$ cat config.mk
export PLATFORM = sky130hd
export DESIGN_NAME = regfile_wb_arbiter
export DESIGN_NICKNAME = d
export VERILOG_FILES = /design/src/rtl/regfile_wb_arbiter.sv
export SDC_FILE = /design/constraint.sdc
export NUM_CORES = 1
export LEC_CHECK = 0
export ABC_AREA = 1
export CORE_ASPECT_RATIO = 1.1
export CORE_UTILIZATION = 30
export CTS_CLUSTER_SIZE = 24
export DETAILED_ROUTE_END_ITERATION = 10
export PLACE_DENSITY = 0.69
export SYNTH_ARGS = -nofsm -noshare
export SYNTH_HDL_FRONTEND = slang
export SYNTH_SLANG_ARGS = --single-unit
$ cat constraint.sdc
create_clock -name clk -period 3.4 [get_ports clk]
set_input_delay 0.68 -clock clk [delete_from_list [all_inputs] [get_ports clk]]
set_output_delay 0.68 -clock clk [all_outputs]
set_load 0.1 [all_outputs]
$ cat src/rtl/regfile_wb_arbiter.sv
// Round-robin arbiter sharing the register-file write port between the
// execute (requester 0) and load-unit (requester 1) writeback paths.
module regfile_wb_arbiter #(
    parameter int unsigned ADDR_W     = 5,
    parameter int unsigned DATA_W     = 32,
    parameter bit          PRIO_RESET = 1'b0
) (
    input  logic              clk,
    input  logic              rst,
    input  logic              hold,
    input  logic              req0_valid,
    input  logic [ADDR_W-1:0] req0_addr,
    input  logic [DATA_W-1:0] req0_data,
    output logic              req0_ready,
    input  logic              req1_valid,
    input  logic [ADDR_W-1:0] req1_addr,
    input  logic [DATA_W-1:0] req1_data,
    output logic              req1_ready,
    output logic              wr_en,
    output logic [ADDR_W-1:0] wr_addr,
    output logic [DATA_W-1:0] wr_data,
    output logic              wr_src,
    output logic              conflict
);

    logic              r_last_grant;
    logic              r_wr_en;
    logic [ADDR_W-1:0] r_wr_addr;
    logic [DATA_W-1:0] r_wr_data;
    logic              r_wr_src;
    logic              r_conflict;

    logic              w_grant0;
    logic              w_grant1;
    logic              w_any;
    logic              w_contend;
    logic [ADDR_W-1:0] w_addr;
    logic [DATA_W-1:0] w_data;

    // Grant decode: a contended cycle goes to the requester not granted last.
    always_comb begin
        w_grant0  = 1'b0;
        w_grant1  = 1'b0;
        w_contend = req0_valid & req1_valid & ~hold;
        if (!rst && !hold) begin
            w_grant0 = req0_valid & (~req1_valid | r_last_grant);
            w_grant1 = req1_valid & (~req0_valid | ~r_last_grant);
        end
        w_any  = w_grant0 | w_grant1;
        w_addr = w_grant1 ? req1_addr : req0_addr;
        w_data = w_grant1 ? req1_data : req0_data;
    end

    // Write-port registers; writes to x0 load addr/data but keep wr_en low.
    always_ff @(posedge clk) begin
        if (rst) begin
            r_last_grant <= ~PRIO_RESET;
            r_wr_en      <= 1'b0;
            r_wr_addr    <= '0;
            r_wr_data    <= '0;
            r_wr_src     <= 1'b0;
            r_conflict   <= 1'b0;
        end else begin
            r_conflict <= w_contend;
            r_wr_en    <= w_any && (w_addr != '0);
            if (w_any) begin
                r_last_grant <= w_grant1;
                r_wr_addr    <= w_addr;
                r_wr_data    <= w_data;
                r_wr_src     <= w_grant1;
            end
        end
    end

    assign req0_ready = w_grant0;
    assign req1_ready = w_grant1;
    assign wr_en      = r_wr_en;
    assign wr_addr    = r_wr_addr;
    assign wr_data    = r_wr_data;
    assign wr_src     = r_wr_src;
    assign conflict   = r_conflict;

endmodule

==> flow_summary.ini, run 1 <==
[setup_path]
regToRegSetupSlack_ns = 1.74
worst_r2r_startpoint = r_last_grant
ff2ff_path_depth = 8
cp_data_required_time_ns = 2.72
timing.critical_path.fanout_max = 24
timing.critical_path.from_type = primary input
cp.arrival_ns = 2.07
worstSetupEndpointType = primary output
critical_path.reg2reg.endpoint = wr_data[16]
setup.worst_path.class = in -> out

[finish]
finish.net_count = 438
post_route_cells_drive_above_1_share_pct = 8.06
n_antenna_cell = 0
area.growth.synth_to_final_pct = 72.9
stdcell_count = 437

[placed_design]
placedCellCount = 429
dp_hpwl_um = 4100
portBuffers = 120
final_weighted_congestion_in_routability_driven_placement = 0.731
preCtsSetupSlack_ns = 0.646

[logic_synthesis]
post_synth_net_total = 325
synthesis.area_um2 = 1840
top_cell_type_s_share_of_synthesized_area_pct = 44.7
synth-seq-cells = 41
post_synth_inst_count = 246
synth_warnings = 0
synth_area_leaders = dfxtp_1, o21ai_1, nand3_1
post_synth_num_cell_types = 22
yosys.area.top_type = dfxtp_1
ys_seq_area_share_pct = 44.7
syn_avg_cell_area_um2 = 7.46

[grt]
grt_util_all_layers_pct = 18.7
first_pass_grt_wire_length_um = 9530
grt_antenna_before_repair = 0
via_count_of_the_first_global_routing_pass = 1991
grt.overflow.total = 0
grt_start_max_net_pins = 46

[timing]
max_slew_vio_count = 0
finalCriticalPeriod_ns = 2.75
report.final.setup_viol = 0
finalClockSkew_ns = 0.00621
tightest_slew_ns = 1.01
achievable-frequency_ghz = 0.363
tns_ns = 0
final_min_period_over_clock_period_pct = 80.9
worst_slack_ns = 0.648
maxSlewHeadroom_pct = 32.8
grt_setup_unrepaired = no
timing_hold_violations_final = 0

[clock_network]
cts_inserted_buffers = 5
cts_root_buf = clkbuf_8
tritoncts = yes
clock_tree.buffer_depth = 2
cts_sinks = 41
post_cts_buffers = 0
cts-hold-fix-buffers = 0
cts_resizes = 0
worst_setup_hold_path_clk_slew_ns = 0.08
clock_insertion_delay_worst_skew_ns = 0.29
htreeDepth = 2

[power_and_ir_drop]
powerDensity_nw_per_um2 = 454
power_leakage_nw = 1.30
power.clock.fraction_pct = 28.6
cellInternalPower_mw = 0.914
switching_power_of_the_nets_mw = 0.528
power_frac_seq_pct = 36.9
comb_power_share_pct = 34.5
vdd.ir_drop.worst_mv = 0.277
swShare_pct = 36.6
power.total_mw = 1.44

[routing]
vias = 2097
drt_first_iter_violations = 85
antenna_left = 0
dr.pass1.iters = 4
post_drt_via_cell_ratio = 4.80
drc = 0
wl_per_cell_um = 13.5
drt_wl_total_um = 5910

[floorplan]
boundaryPins = 121
fp.dieW_um = 76.6
fp.dieArea_um2 = 6440
core-area_um2 = 5840
floorplan.initialDensity_pct = 31.4
chipHeight_um = 84.0
rows = 29

[min_path]
hold_path_startpoint = wr_data[5]
worst_hold_path_type = reg -> reg
min_delay_path_depth = 2
min_delay_worst_endpoint = wr_data[5]

[job]
max_cap_viol_count = 0

[outcome]
run_status = finished clean
[how the worst max path moves through the flow]
stage | cells past startpoint | end | start
after global placement | 5 | req1_ready | rst
after global routing | 5 | req1_ready | rst
after floorplan | 3 | req0_ready | rst
after CTS | 5 | req1_ready | rst
after detailed placement | 5 | req1_ready | rst
final | 5 | req1_ready | rst
[sequential cells by signal, summed over array words and instances, names as in the netlist]
name,count
wr_en,1
conflict,1
wr_addr,5
r_last_grant,1
wr_data,32
wr_src,1
[logic make-up (layout without fill, tap and decap cells)]
group,Yosys count,after routing,share of synthesized area (%)
DFF,41,41,44.7
buffers and inverters,38,152,10.2
AOI/OAI and AO/OA,72,72,21.7
and+or+nand+nor,95,95,23.3
[through the flow]
| stage | hold slack, ns | utilization (%) | instance area (µm²) |
|---|---|---|---|
| final | 0.477 | 54.3 | 3170 |
| after global routing | 0.499 | 54.3 | 3170 |
| after CTS | 0.481 | 54.3 | 3170 |
| after detailed placement | 0.468 | 52.3 | 3050 |
| after global placement | 0.461 | 52.3 | 3050 |
| after floorplan | 0.451 | - | 1840 |
[final cells by class]
type,count,area [µm²]
fillers,550,2670
clock buffers,6,82.6
clock inverters,2,37.5
inverters,20,77.6
flip-flops and latches,41,821
well taps,77,96.3
repair buffers,124,1230
multi-input cells,167,827
[worst max-delay path, cell delays in order]
cell and delay [ns]:
clkdlybuf4s50_1 0.47, nor2_4 0.25, nand3_4 0.29, inv_2 0.18, buf_12 0.18
[power groups by stage]
| stage | registers (mW) | logic [mW] | clock network [mW] |
|---|---|---|---|
| 6_report | 0.531 | 0.498 | 0.412 |
| 5_1_grt | 0.535 | 0.521 | 0.447 |
| 4_1_cts | 0.532 | 0.501 | 0.426 |
| 3_5_place_dp | 0.543 | 0.500 | 0 |
| 3_3_place_gp | 0.541 | 0.498 | 0 |
| 2_1_floorplan | 0.785 | 0.0810 | 0 |
[synthesized netlist by cell type]
cell type  count
nand2_1       22
buf_6          4
nand3_1       34
o211ai_1       6
buf_1          1
nand4_1        3
o21ai_1       35
nor2_1        34
dfxtp_1       41
inv_4          1
nand3_4        1
nor2_4         1
inv_1         18
o21ai_2        2
o21ai_0       25
o21ai_4        1
buf_4          1
a21o_1         2
buf_2          7
a21oi_1        1
clkbuf_1       5
inv_2          1
[routing by layer]
metal  wire [µm]  track usage, %
met1        2480            22.4
met2        2950            32.2
met3         350            4.48
met4         129            6.64
met5           0               0
[cell usage in the layout, fill, tap and decap left out, drive strengths merged]
| cell | instances |
|---|---|
| inv | 20 |
| o211ai | 6 |
| bufinv | 1 |
| a21o | 2 |
| nand3 | 35 |
| nor2 | 35 |
| o21ai | 63 |
| clkinvlp | 1 |
| clkbuf | 6 |
| buf | 14 |
| nand4 | 3 |
| dfxtp | 41 |
| nand2 | 22 |
| a21oi | 1 |
| clkdlybuf4s50 | 110 |
Power figures use the tool's default switching activity.
==> inputs of run 2 (changes only) <==
- PLACE_DENSITY: 0.69 -> 0.72
- clock period: 3.4 -> 2.3 ns (I/O delays scaled with it)
==> run 2 against run 1 <==
  * Combinational power rose by 46%
  * Sequential cell count did not move
  * First-iteration DRC count rose by 19%
  * Clock-buffer cell count fell by 1
  * Clock power rose by 66%
  * Die area did not move
  * Register-to-register slack got worse by 0.85 ns
  * Worst setup slack got worse by 0.48 ns
  * Non-clock buffer count rose by 2
  * Routed wire length fell by 0.78%
  * Sequential power rose by 48%
  * Largest cell class unchanged
  * Largest power group unchanged
  * Highest routed layer unchanged
==> flow_summary.ini, run 2 (synthesized netlist as in run 1, its figures left out) <==
[clock_network]
tritoncts = yes
clock_tree.buffer_depth = 2
cts_sinks = 41
htreeDepth = 2
cts_root_buf = clkbuf_8
cts_resizes = 0
cts_inserted_buffers = 5
clock_insertion_delay_worst_skew_ns = 0.29
cts-hold-fix-buffers = 0
worst_setup_hold_path_clk_slew_ns = 0.08
post_cts_buffers = 0

[job]
max_cap_viol_count = 0

[floorplan]
core-area_um2 = 5840
floorplan.initialDensity_pct = 31.4
fp.dieW_um = 76.6
chipHeight_um = 84.0
fp.dieArea_um2 = 6440
rows = 29
boundaryPins = 121

[routing]
post_drt_via_cell_ratio = 4.77
drc = 0
drt_wl_total_um = 5860
drt_first_iter_violations = 101
wl_per_cell_um = 13.4
dr.pass1.iters = 5
antenna_left = 0
vias = 2093

[finish]
n_antenna_cell = 0
number_of_fill_cells = 577
post_route_cells_drive_above_1_share_pct = 17.7
largest_register_ffs = 32
finish.utilization_pct = 53.7
stdcell_count = 439
area_occupied_by_multi_input_gates_um2 = 830
area.growth.synth_to_final_pct = 70.9
commonest_cells_after_routing_fill_and_taps_aside = clkdlybuf4s50_1, buf_4, dfxtp_1
finish.net_count = 440
sequential_cell_area_um2 = 821
mostFrequentLayoutCell = clkdlybuf4s50_1

[timing]
maxSlewHeadroom_pct = 74.0
timing.hold.ws_ns = 0.476
timing_hold_violations_final = 0
max_slew_vio_count = 0
achievable-frequency_ghz = 0.468
finalClockSkew_ns = 0.00439
tns_ns = 0
tightest_slew_ns = 0.390
finalCriticalPeriod_ns = 2.13
grt_setup_unrepaired = no
final_min_period_over_clock_period_pct = 92.8
report.final.setup_viol = 0

[grt]
grt_antenna_before_repair = 0
grt_util_all_layers_pct = 18.5
via_count_of_the_first_global_routing_pass = 2103
first_pass_grt_wire_length_um = 9580
grt.overflow.total = 0
grt_start_max_net_pins = 46

[setup_path]
timing.critical_path.from_type = primary input
timing.critical_path.fanout_max = 6
cp.arrival_ns = 1.67
worst-path-buf-inv = 2
cpLargestDelayFamily = buffers and inverters
ordered_cell_list_for_the_critical_path = clkdlybuf4s50_1, nor2_4, nand2_1, nor2_2, buf_12
setup.worst_path.class = in -> out
worst_path_max_delay_cell = clkdlybuf4s50_1
crit_path_max_incr_delay_ns = 0.49
cp_data_required_time_ns = 1.84
worstSetupEndpointType = primary output

[power_and_ir_drop]
cellInternalPower_mw = 1.42
swShare_pct = 35.5
switching_power_of_the_nets_mw = 0.780
comb_power_share_pct = 33.1
power.clock.fraction_pct = 31.1
power_leakage_nw = 1.38
powerDensity_nw_per_um2 = 701
power_frac_seq_pct = 35.8
vdd.ir_drop.worst_mv = 0.346

[placed_design]
placedCellCount = 431
portBuffers = 120
final_weighted_congestion_in_routability_driven_placement = 0.800
dp_hpwl_um = 4220

[outcome]
run_status = finished clean

[min_path]
worst_hold_path_type = reg -> reg
-- run 2: cell count changes in the layout (fill, tap and decap cells not counted) --
| cell | before | now |
|---|---|---|
| buf_12 | 2 | 3 |
| buf_4 | 12 | 45 |
| bufinv_16 | 1 | 2 |
| clkbuf_8 | 6 | 5 |
| clkdlybuf4s50_1 | 110 | 78 |
| clkinv_2 | 0 | 1 |
| clkinvlp_4 | 1 | 0 |
| nor2_1 | 34 | 33 |
| nor2_2 | 0 | 1 |
-- run 2: final cells by class --
class	instances	area share, %
inverters	20	2.47
well taps	77	3.07
multi-input cells	167	26.4
clock buffers	5	2.19
flip-flops and latches	41	26.2
clock inverters	3	2.07
repair buffers	126	37.6
-- run 2: worst paths after layout --
check	startpoint	end	slack [ns]	depth (start not counted)
worst max-delay path	rst	req0_ready	0.17	5
worst min-delay path	wr_data[10]	wr_data[10]	0.48	2
worst max register to register	r_last_grant	wr_en	0.89	8
worst min register to register	wr_data[10]	wr_data[10]	0.48	2
-- run 2: worst reg2reg max path: cells and delay by family, from the launching register on --
kind | cells | cell delay (ns)
buffers and inverters | 1 | 0.28
and+or+nand+nor | 6 | 0.60
AOI/OAI and AO/OA | 1 | 0.08
DFF | 1 | 0.35
-- run 2: layer usage --
| layer | vias to the layer above | track usage, % | part of all wire, % |
|---|---|---|---|
| li1 | 1052 | - | - |
| met1 | 935 | 22.4 | 42 |
| met2 | 95 | 31.9 | 48 |
| met3 | 11 | 4.70 | 7.5 |
| met4 | 0 | 5.59 | 1.6 |
| met5 | - | 0 | 0 |
-- run 2: per-stage QoR --
step                power [mW]  worst slack [ns]  cell area [µm²]
floorplan                 1.28             0.279             1840
global placement          1.53             0.172             3000
detailed placement        1.53             0.175             3000
CTS                       2.22             0.160             3140
global route              2.29            0.0889             3140
finish                    2.20             0.165             3140
-- run 2: power by group through the flow --
stage / Sequential [mW] / Clock, mW / Combinational, mW
floorplan: 1.16 / 0 / 0.120
global placement: 0.802 / 0 / 0.727
detailed placement: 0.804 / 0 / 0.730
CTS: 0.787 / 0.703 / 0.732
global route: 0.794 / 0.738 / 0.761
finish: 0.787 / 0.684 / 0.728
